### src/rtl/level_sequencer.sv
// Per-frame game-level controller: owns level, lives and cumulative score, and
// sequences the collision block through intro, play, pause and miss phases.
module level_sequencer #(
    parameter int NUM_LEVELS   = 4,
    parameter int LIVES_INIT   = 3,
    parameter int SCORE_TARGET = 5,
    parameter int INTRO_FRAMES = 120,
    parameter int MISS_FRAMES  = 60
) (
    input  logic       frame_clk,
    input  logic       level_rst,
    input  logic       start_btn,
    input  logic       pause_btn,
    input  logic [7:0] score,
    input  logic       miss,
    output logic [7:0] lvl_num,
    output logic [2:0] lives,
    output logic [9:0] total_score,
    output logic       coll_rst,
    output logic       coll_hold,
    output logic [2:0] state,
    output logic       game_over,
    output logic       game_won
);

    typedef enum logic [2:0] {
        IDLE      = 3'd0,
        INTRO     = 3'd1,
        PLAY      = 3'd2,
        PAUSED    = 3'd3,
        MISS_WAIT = 3'd4,
        GAME_OVER = 3'd5,
        WIN       = 3'd6
    } state_t;

    localparam logic [8:0] INTRO_LOAD = 9'(INTRO_FRAMES - 1);
    localparam logic [8:0] MISS_LOAD  = 9'(MISS_FRAMES - 1);
    localparam logic [7:0] LAST_LVL   = 8'(NUM_LEVELS);
    localparam logic [7:0] TARGET     = 8'(SCORE_TARGET);
    localparam logic [2:0] LIVES_RST  = 3'(LIVES_INIT);

    state_t     st, st_nxt;
    logic [8:0] timer, timer_nxt;
    logic [7:0] lvl_nxt;
    logic [2:0] lives_nxt;
    logic [9:0] total_nxt;
    logic       start_q, pause_q, miss_q;
    logic [7:0] score_q;
    logic       start_rise, pause_rise, miss_rise;

    assign start_rise = start_btn & ~start_q;
    assign pause_rise = pause_btn & ~pause_q;
    assign miss_rise  = miss & ~miss_q;
    assign state      = st;

    always_comb begin
        st_nxt    = st;
        timer_nxt = timer;
        lvl_nxt   = lvl_num;
        lives_nxt = lives;
        total_nxt = total_score;

        // Score credit is independent of the transition taken this frame.
        if (st == PLAY && score == score_q + 8'd1 && total_score != 10'd1023)
            total_nxt = total_score + 10'd1;

        case (st)
            IDLE: begin
                if (start_rise) begin
                    st_nxt    = INTRO;
                    lvl_nxt   = 8'd1;
                    lives_nxt = LIVES_RST;
                    total_nxt = '0;
                    timer_nxt = INTRO_LOAD;
                end
            end
            INTRO: begin
                if (timer == '0) st_nxt = PLAY;
                else             timer_nxt = timer - 9'd1;
            end
            PLAY: begin
                if (miss_rise) begin
                    if (lives != '0) lives_nxt = lives - 3'd1;
                    if (lives <= 3'd1) begin
                        st_nxt = GAME_OVER;
                    end else begin
                        st_nxt    = MISS_WAIT;
                        timer_nxt = MISS_LOAD;
                    end
                end else if (score >= TARGET) begin
                    if (lvl_num >= LAST_LVL) begin
                        st_nxt = WIN;
                    end else begin
                        st_nxt    = INTRO;
                        lvl_nxt   = lvl_num + 8'd1;
                        timer_nxt = INTRO_LOAD;
                    end
                end else if (pause_rise) begin
                    st_nxt = PAUSED;
                end
            end
            PAUSED: begin
                if (pause_rise) st_nxt = PLAY;
            end
            MISS_WAIT: begin
                if (timer == '0) begin
                    st_nxt    = INTRO;
                    timer_nxt = INTRO_LOAD;
                end else begin
                    timer_nxt = timer - 9'd1;
                end
            end
            GAME_OVER, WIN: begin
                if (start_rise) st_nxt = IDLE;
            end
            default: st_nxt = IDLE;
        endcase
    end

    // Edge registers reset high so inputs held through reset do not fire.
    always_ff @(posedge frame_clk or posedge level_rst) begin
        if (level_rst) begin
            st          <= IDLE;
            timer       <= '0;
            lvl_num     <= 8'd1;
            lives       <= LIVES_RST;
            total_score <= '0;
            coll_rst    <= 1'b0;
            coll_hold   <= 1'b1;
            game_over   <= 1'b0;
            game_won    <= 1'b0;
            start_q     <= 1'b1;
            pause_q     <= 1'b1;
            miss_q      <= 1'b1;
            score_q     <= '0;
        end else begin
            st          <= st_nxt;
            timer       <= timer_nxt;
            lvl_num     <= lvl_nxt;
            lives       <= lives_nxt;
            total_score <= total_nxt;
            coll_rst    <= (st_nxt == INTRO) && (st != INTRO);
            coll_hold   <= (st_nxt != PLAY);
            game_over   <= (st_nxt == GAME_OVER);
            game_won    <= (st_nxt == WIN);
            start_q     <= start_btn;
            pause_q     <= pause_btn;
            miss_q      <= miss;
            score_q     <= score;
        end
    end

endmodule
### config.mk
export PLATFORM = sky130hd
export DESIGN_NAME = level_sequencer
export DESIGN_NICKNAME = d
export VERILOG_FILES = /design/src/rtl/level_sequencer.sv
export SDC_FILE = /design/constraint.sdc
export NUM_CORES = 1
export LEC_CHECK = 0
export ABC_AREA = 1
export CAP_MARGIN = 20
export CORE_MARGIN = 4
export CORE_UTILIZATION = 40
export DETAILED_ROUTE_END_ITERATION = 8
export PLACE_DENSITY = 0.63
export SYNTH_ARGS = -nofsm -noshare
export SYNTH_HDL_FRONTEND = slang
export SYNTH_SLANG_ARGS = --single-unit
### constraint.sdc
create_clock -name frame_clk -period 3.46 [get_ports frame_clk]
set_clock_uncertainty 0.2 [all_clocks]
set_input_delay 1.038 -clock frame_clk [delete_from_list [all_inputs] [get_ports frame_clk]]
set_output_delay 1.038 -clock frame_clk [all_outputs]
set_load 0.05 [all_outputs]
==> results_tabular.tex, run 1 <==
\begin{tabular}{lr}
\hline
Metric & Value \\
\hline
\multicolumn{2}{l}{\textbf{Timing}} \\
Worst slew slack as a fraction of its limit & 64.4\% \\
Accumulated negative setup slack & 0 ps \\
Final critical delay including setup and external delays & 2950 ps \\
Slew at the pin with the worst max-slew slack & 533 ps \\
RSZ-0062 raised after global routing & false \\
Final setup viols & 0 \\
Share of the cycle needed by the critical path after routing & 85.1\% \\
Final number of hold-violating endpoints & 0 \\
Highest clock rate & 340 MHz \\
Worst hold slack & 316 ps \\
Final Slew Violations & 0 \\
\multicolumn{2}{l}{\textbf{Synth}} \\
Main synth FF type & dfrtp\_1 \\
Post-synth EDFFs & 0 \\
Post-synthesis simple-gate area fraction & 36.0\% \\
Area share of fa/ha/maj cells after synthesis & 3.78\% \\
Post-synth cell types & 33 \\
Xor and xnor area share after synthesis & 2.94\% \\
Net Count, Synth & 428 \\
Share of cell area taken by muxes after synthesis & 0\% \\
Yosys reg bits & 48 \\
Post-synthesis sequential area ratio & 40.6\% \\
Number of warning messages in the yosys log & 0 \\
Avg Cell Area, Syn & 7.33 um2 \\
Syn Inst Count & 406 \\
Main combinational cell family by area after synthesis & simple AND/OR/NAND/NOR gates \\
Compound-cell area share of the yosys netlist & 6.30\% \\
Ys async rst share & 100\% \\
Post-synthesis instance area & 2980 um2 \\
\multicolumn{2}{l}{\textbf{Pwr}} \\
Proportion of power drawn by the clock network & 15.8\% \\
Worst IR Drop VDD & 372 uV \\
Internal Pwr Total & 1.23 mW \\
Net switching power of the design & 1.09 mW \\
Switching part of the total power & 46.8\% \\
Leakage dissipation & 1.83 nW \\
Sequential fraction of design power & 34.4\% \\
Overall power of the completed layout & 2.32 mW \\
Combinational share of power & 49.7\% \\
Areal power density over the cells & 643 nW/um2 \\
\multicolumn{2}{l}{\textbf{Global route}} \\
Overall track demand over capacity in global routing & 14.8\% \\
Number of antenna violations at the first check in global routing & 0 \\
Wire length of the first global-routing pass & 10800 um \\
Global route overflow & 0 \\
Via count of the first global-routing pass & 2472 \\
Maximum number of pins on one net before global-route repair & 49 \\
\multicolumn{2}{l}{\textbf{Clock tree}} \\
Number of buffers inserted by hold repair at cts & 0 \\
Resized Gates After CTS & 0 \\
TritonCTS clock tree & yes \\
Register clock-pin slew on the reported worst setup and hold paths & 90 ps \\
Sinks on Clock Net & 48 \\
Post-CTS repair timing setup buffer count & 0 \\
H-tree levels & 2 \\
Buffer type at the clock tree root & clkbuf\_8 \\
Max Root-Sink Buffers & 2 \\
Inserted Clock Buffers & 5 \\
Later-pin clock latency in the skew report & 300 ps \\
\multicolumn{2}{l}{\textbf{Floorplan}} \\
Std-Cell Core Area & 7250 um2 \\
Number of top-level pins & 41 \\
Die outline height & 94.3 um \\
Floorplan die area & 8890 um2 \\
Die Wd & 94.3 um \\
Initial core utilization & 41.1\% \\
Placement row count & 31 \\
\multicolumn{2}{l}{\textbf{Setup path}} \\
Crit path largest cell delay & 890 ps \\
Cell at the slowest stage of the critical path & clkdlybuf4s50\_1 \\
Number of cells traversed by the worst register-to-register path & 13 \\
CP startpoint kind & flip-flop \\
Setup CP Type & reg -> out \\
Number of buffer and inverter stages on the critical path & 1 \\
Worst EP required & 2220 ps \\
CP delay by family, top & buffers and inverters \\
Highest net fanout along the worst path & 7 \\
Data arrival time at the worst-slack endpoint & 1710 ps \\
Worst flop-to-flop path startpoint & timer[0]\$\_DFFE\_PP0P\_ \\
Ordered cell list for the critical path & clkdlybuf4s50\_1 \\
Endpoint type of the worst setup path & output pin \\
Terminus of the critical flop-to-flop path & timer[2]\$\_DFFE\_PP0P\_ \\
Worst reg-to-reg setup slack & 1430 ps \\
\multicolumn{2}{l}{\textbf{Placed design}} \\
Routability-driven placement congestion ratio & 0.850 \\
Total placed instance area & 3510 um2 \\
HPWL reported at the end of detailed placement & 4800 um \\
Placed Instances & 544 \\
Port Buf Inserts & 40 \\
\multicolumn{2}{l}{\textbf{Worst hold path}} \\
Worst min path class & reg -> reg \\
Worst hold path endpoint & lvl\_num[5]\$\_DFFE\_PP0P\_ \\
Hold depth & 2 \\
Hold Path Origin & lvl\_num[5]\$\_DFFE\_PP0P\_ \\
\multicolumn{2}{l}{\textbf{Drt}} \\
Via count & 2582 \\
Iteration count of the initial detailed-routing pass & 4 \\
Vias/cell & 4.68 \\
Initial drt markers & 100 \\
Number of remaining DRC errors & 0 \\
DRT Wirelength & 6240 um \\
Antenna Violating Nets Remaining & 0 \\
DR WL/cell & 11.3 um \\
\multicolumn{2}{l}{\textbf{Cells and area}} \\
Total inserted antenna cells & 0 \\
Post-route design area & 3600 um2 \\
Count of nets after finishing & 474 \\
Non-filler cells, final & 552 \\
Layout cell share with drive strength beyond 1 & 13.7\% \\
Area growth from synthesis to final layout & 21.1\% \\
Filler Cell Count & 696 \\
\multicolumn{2}{l}{\textbf{Outcome}} \\
Outcome & finished, final reports clean \\
\multicolumn{2}{l}{\textbf{Run}} \\
Max\_cap viols & 0 \\
\hline
\end{tabular}
[worst max-delay path by stage]
stage | start | endpoint | slack (ps) | depth (start not counted)
floorplan | level_rst | coll_rst$_DFF_PP0_ | 1090 | 1
global placement | score[6] | coll_rst$_DFF_PP0_ | 510 | 9
detailed placement | start_btn | timer[2]$_DFFE_PP0P_ | 490 | 11
CTS | state[2]$_DFF_PP0_ | state[2] | 500 | 1
global route | state[2]$_DFF_PP0_ | state[2] | 480 | 1
finish | state[2]$_DFF_PP0_ | state[2] | 510 | 1
[kinds of logic after synthesis]
logic type,count (synthesis)
flip-flops,48
AND/OR/NAND/NOR,227
adder cells (fa/ha/maj),9
AO/OA/AOI/OAI,32
XOR/XNOR,10
buffers and inverters,80
[cell usage in the layout (no fill, tap or decap), drive strengths merged]
| cell | synthesis | layout |
|---|---|---|
| nor3 | 6 | 6 |
| dfstp | 7 | 7 |
| xor2 | 8 | 8 |
| a31oi | 1 | 1 |
| nand2 | 115 | 115 |
| clkinvlp | 0 | 2 |
| nand3b | 1 | 1 |
| or2 | 1 | 1 |
| o211ai | 1 | 1 |
| clkbuf | 0 | 6 |
| nor2 | 62 | 62 |
| and3 | 1 | 1 |
| clkinv | 1 | 1 |
| inv | 77 | 77 |
| xnor2 | 2 | 2 |
| clkdlybuf4s50 | 0 | 40 |
| nand4 | 11 | 11 |
| nand3 | 30 | 30 |
| ha | 9 | 9 |
| o2111ai | 1 | 1 |
| o21ai | 25 | 25 |
| dfrtp | 41 | 41 |
| a21oi | 4 | 4 |
| buf | 2 | 1 |
[synthesized netlist by cell type (2+ instances only)]
cell type	count	area share, %
ha_1	9	3.8
nand2_1	107	13
nor2_8	2	1.3
nand2_4	2	0.76
nor2_1	52	6.6
nand3_2	3	1.0
nand4_1	11	2.3
nand2_2	6	1.3
dfstp_2	7	6.2
xnor2_1	2	0.59
nor3_2	3	1.0
inv_1	64	8.1
o21ai_2	4	1.2
o21ai_0	13	2.2
nor2_2	6	1.3
inv_2	13	1.6
nand3_1	26	4.4
dfrtp_1	41	34
nor2_4	2	0.76
a21oi_1	4	0.67
o21ai_1	8	1.3
nor3_1	3	0.50
xor2_1	8	2.4
[flip-flops by register name, summed over array words and instances (netlist names), 3 cells and up]
name         flops
score_q          8
lives            3
timer            9
lvl_num          8
state            3
total_score     10
[metrics by stage]
step	setup slack, ps	util [%]
after detailed placement	494	48.4
after global routing	478	49.7
after floorplan	1090	-
final	515	49.7
after global placement	511	48.4
after CTS	503	49.7
[layer usage]
metal	track usage, %	wire length [um]	up-vias
met2	24.8	2900	50
li1	-	-	1341
met5	0	0	-
met1	19.6	3020	1183
met4	4.33	64	0
met3	2.64	268	8
[power groups by stage]
stage	combinational [mW]	sequential, mW	clock, mW
floorplan	0.687	0.997	0
global placement	1.15	0.805	0
detailed placement	1.17	0.806	0
CTS	1.17	0.797	0.378
global route	1.29	0.811	0.398
finish	1.15	0.798	0.367
[cell type report]
class	instances	area (um2)	area share (%)
timing repair buffer	41	420	11.7
clock inverter	2	15.0	0.417
multi-input combinational	278	1460	40.5
inverter	78	293	8.12
sequential	48	1210	33.6
tap	99	124	3.44
clock buffer	6	82.6	2.29
Power figures use the tool's default switching activity.
==> inputs of run 2 (changes only) <==
--- a/config.mk
+++ b/config.mk
@@ -11,6 +11,7 @@
 export CORE_UTILIZATION = 40
 export DETAILED_ROUTE_END_ITERATION = 8
 export PLACE_DENSITY = 0.63
+export RECOVER_POWER = 100
 export SYNTH_ARGS = -nofsm -noshare
 export SYNTH_HDL_FRONTEND = slang
 export SYNTH_SLANG_ARGS = --single-unit
==> results_tabular.tex, run 2 (synthesis gave the netlist of run 1 again) <==
\begin{tabular}{lr}
\hline
Metric & Value \\
\hline
\multicolumn{2}{l}{\textbf{Clock tree}} \\
H-tree levels & 2 (unchanged) \\
Max Root-Sink Buffers & 2 (unchanged) \\
Later-pin clock latency in the skew report & 300 ps (about the same) \\
Sinks on Clock Net & 48 (unchanged) \\
Register clock-pin slew on the reported worst setup and hold paths & 100 ps (was 90 ps) \\
Resized Gates After CTS & 0 (unchanged) \\
Number of buffers inserted by hold repair at cts & 0 (unchanged) \\
Post-CTS repair timing setup buffer count & 0 (unchanged) \\
Buffer type at the clock tree root & clkbuf\_8 (unchanged) \\
TritonCTS clock tree & yes (unchanged) \\
Inserted Clock Buffers & 5 (unchanged) \\
\multicolumn{2}{l}{\textbf{Drt}} \\
Initial drt markers & 118 (was 100) \\
Number of remaining DRC errors & 0 (unchanged) \\
Antenna Violating Nets Remaining & 0 (unchanged) \\
Iteration count of the initial detailed-routing pass & 4 (unchanged) \\
Vias/cell & 4.66 (was 4.68) \\
DR WL/cell & 11.3 um (about the same) \\
DRT Wirelength & 6250 um (was 6240 um) \\
Via count & 2570 (was 2582) \\
\multicolumn{2}{l}{\textbf{Setup path}} \\
CP startpoint kind & input pin (was flip-flop) \\
Setup CP Type & in -> reg (was reg -> out) \\
Endpoint type of the worst setup path & flip-flop (was output pin) \\
Worst setup path startpoint & score[0] (was state[2]\$\_DFF\_PP0\_) \\
Data arrival time at the worst-slack endpoint & 3050 ps (was 1710 ps) \\
Worst flop-to-flop path startpoint & score\_q[0]\$\_DFF\_PP0\_ (was timer[0]\$\_DFFE\_PP0P\_) \\
Highest net fanout along the worst path & 8 (was 7) \\
Worst EP required & 3460 ps (was 2220 ps) \\
\multicolumn{2}{l}{\textbf{Pwr}} \\
Worst IR Drop VDD & 365 uV (was 372 uV) \\
Leakage dissipation & 1.87 nW (was 1.83 nW) \\
Areal power density over the cells & 634 nW/um2 (was 643 nW/um2) \\
\multicolumn{2}{l}{\textbf{Floorplan}} \\
Die Wd & 94.3 um (unchanged) \\
Number of top-level pins & 41 (unchanged) \\
Floorplan die area & 8890 um2 (unchanged) \\
Initial core utilization & 41.1\% (unchanged) \\
Std-Cell Core Area & 7250 um2 (unchanged) \\
Placement row count & 31 (unchanged) \\
Die outline height & 94.3 um (unchanged) \\
\multicolumn{2}{l}{\textbf{Placed design}} \\
Port Buf Inserts & 40 (unchanged) \\
Routability-driven placement congestion ratio & 0.850 (unchanged) \\
HPWL reported at the end of detailed placement & 4800 um (unchanged) \\
\multicolumn{2}{l}{\textbf{Cells and area}} \\
Final standard cell utilization of the core & 48.9\% (was 49.7\%) \\
Most used cells in the layout excluding fill and tap cells & nand2\_1, inv\_1, nor2\_1, dfrtp\_1, dlygate4sd3\_1 (was nand2\_1, inv\_1, nor2\_1, dfrtp\_1, clkdlybuf4s50\_1) \\
Layout cell share with drive strength beyond 1 & 11.5\% (was 13.7\%) \\
Number of flip-flops under the largest register name & 10 (unchanged) \\
Count of nets after finishing & 474 (unchanged) \\
Largest registers in the final layout & total\_score (10), timer (9) (unchanged) \\
Leading cell type in the layout, fill and taps excluded & nand2\_1 (unchanged) \\
Area growth from synthesis to final layout & 19.0\% (was 21.1\%) \\
Total inserted antenna cells & 0 (unchanged) \\
Largest register by flop count & total\_score (unchanged) \\
\multicolumn{2}{l}{\textbf{Global route}} \\
Maximum number of pins on one net before global-route repair & 49 (unchanged) \\
Number of antenna violations at the first check in global routing & 0 (unchanged) \\
Wire length of the first global-routing pass & 10800 um (unchanged) \\
Global route overflow & 0 (unchanged) \\
Via count of the first global-routing pass & 2472 (unchanged) \\
Overall track demand over capacity in global routing & 14.8\% (unchanged) \\
\multicolumn{2}{l}{\textbf{Timing}} \\
Slew at the pin with the worst max-slew slack & 1180 ps (was 533 ps) \\
Highest clock rate & 328 MHz (was 340 MHz) \\
Final critical delay including setup and external delays & 3050 ps (was 2950 ps) \\
Worst slew slack as a fraction of its limit & 21.4\% (was 64.4\%) \\
Accumulated negative setup slack & 0 ps (unchanged) \\
Worst hold slack & 312 ps (was 316 ps) \\
Final number of hold-violating endpoints & 0 (unchanged) \\
Final Slew Violations & 0 (unchanged) \\
Final setup viols & 0 (unchanged) \\
RSZ-0062 raised after global routing & false (unchanged) \\
Share of the cycle needed by the critical path after routing & 88.2\% (was 85.1\%) \\
\multicolumn{2}{l}{\textbf{Outcome}} \\
Outcome & finished, final reports clean (unchanged) \\
\multicolumn{2}{l}{\textbf{Worst hold path}} \\
Hold Path Origin & lvl\_num[5]\$\_DFFE\_PP0P\_ (unchanged) \\
Worst min path class & reg -> reg (unchanged) \\
\multicolumn{2}{l}{\textbf{Run}} \\
Max\_cap viols & 0 (unchanged) \\
\hline
\end{tabular}
==> run 2: changes by cell type in the layout (fill, tap and decap cells not counted), sizes merged <==
| cell | change |
|---|---|
| buf | -1 |
| clkbuf | +1 |
| clkdlybuf4s50 | -40 |
| clkinv | +1 |
| dlygate4sd3 | +40 |
| inv | -1 |
==> run 2: power by group <==
group	leakage, nW	total (mW)	switching (mW)	internal (mW)
clock	0.0434	0.367	0.204	0.162
combinational	1.22	1.09	0.751	0.335
sequential	0.607	0.793	0.101	0.693
total	1.87	2.25	1.06	1.19
==> run 2: metal layers <==
layer,part of all wire (%),global-route usage (%),vias up
met5,0,0,-
met4,1.1,4.33,0
met3,4.3,2.64,8
met2,46,24.8,51
met1,49,19.6,1170
li1,-,-,1341
==> run 2: critical path, cell delays in order <==
cell	delay [ps]
dlygate4sd3_1	590
nand2_1	70
inv_1	40
nor2_1	80
nand3_1	90
nor2_2	140
inv_2	40
nor2_1	520
nand3_4	170
o21ai_0	200
nor2_1	70
==> run 2: per-stage QoR <==
stage	std cells	setup slack, ps	power, mW	instance area (um2)
floorplan	406	1090	1.68	2980
global route	552	255	2.43	3540
detailed placement	544	494	1.97	3510
CTS	552	503	2.34	3600
global placement	544	511	1.95	3510
finish	552	408	2.25	3540
==> run 2: layout make-up <==
class / instances / area (um2)
flip-flops and latches: 48 / 1210
fillers: 706 / 3710
well taps: 99 / 124
multi-input cells: 278 / 1410
clock buffers: 6 / 82.6
inverters: 78 / 293
clock inverters: 2 / 15.0
repair buffers: 41 / 405
==> run 2: path summary, 6_finish.rpt <==
check | end | slack (ps) | cells past startpoint
max in group asynchronous | total_score[5]$_DFF_PP0_ | 980 | 3
setup reg to reg | total_score[4]$_DFF_PP0_ | 1040 | 11
hold reg to reg | lvl_num[5]$_DFFE_PP0P_ | 310 | 2
min in group asynchronous | score_q[6]$_DFF_PP0_ | 1340 | 3
hold / removal | lvl_num[5]$_DFFE_PP0P_ | 310 | 2
setup / recovery | total_score[4]$_DFF_PP0_ | 410 | 11
==> inputs of run 3 (changes only) <==
--- a/config.mk
+++ b/config.mk
@@ -6,7 +6,7 @@
 export NUM_CORES = 1
 export LEC_CHECK = 0
 export ABC_AREA = 1
-export CAP_MARGIN = 20
+export CAP_MARGIN = 10
 export CORE_MARGIN = 4
 export CORE_UTILIZATION = 40
 export DETAILED_ROUTE_END_ITERATION = 8
==> results of run 3 <==
Final layout, timing and power as in run 2 (identical DEF).
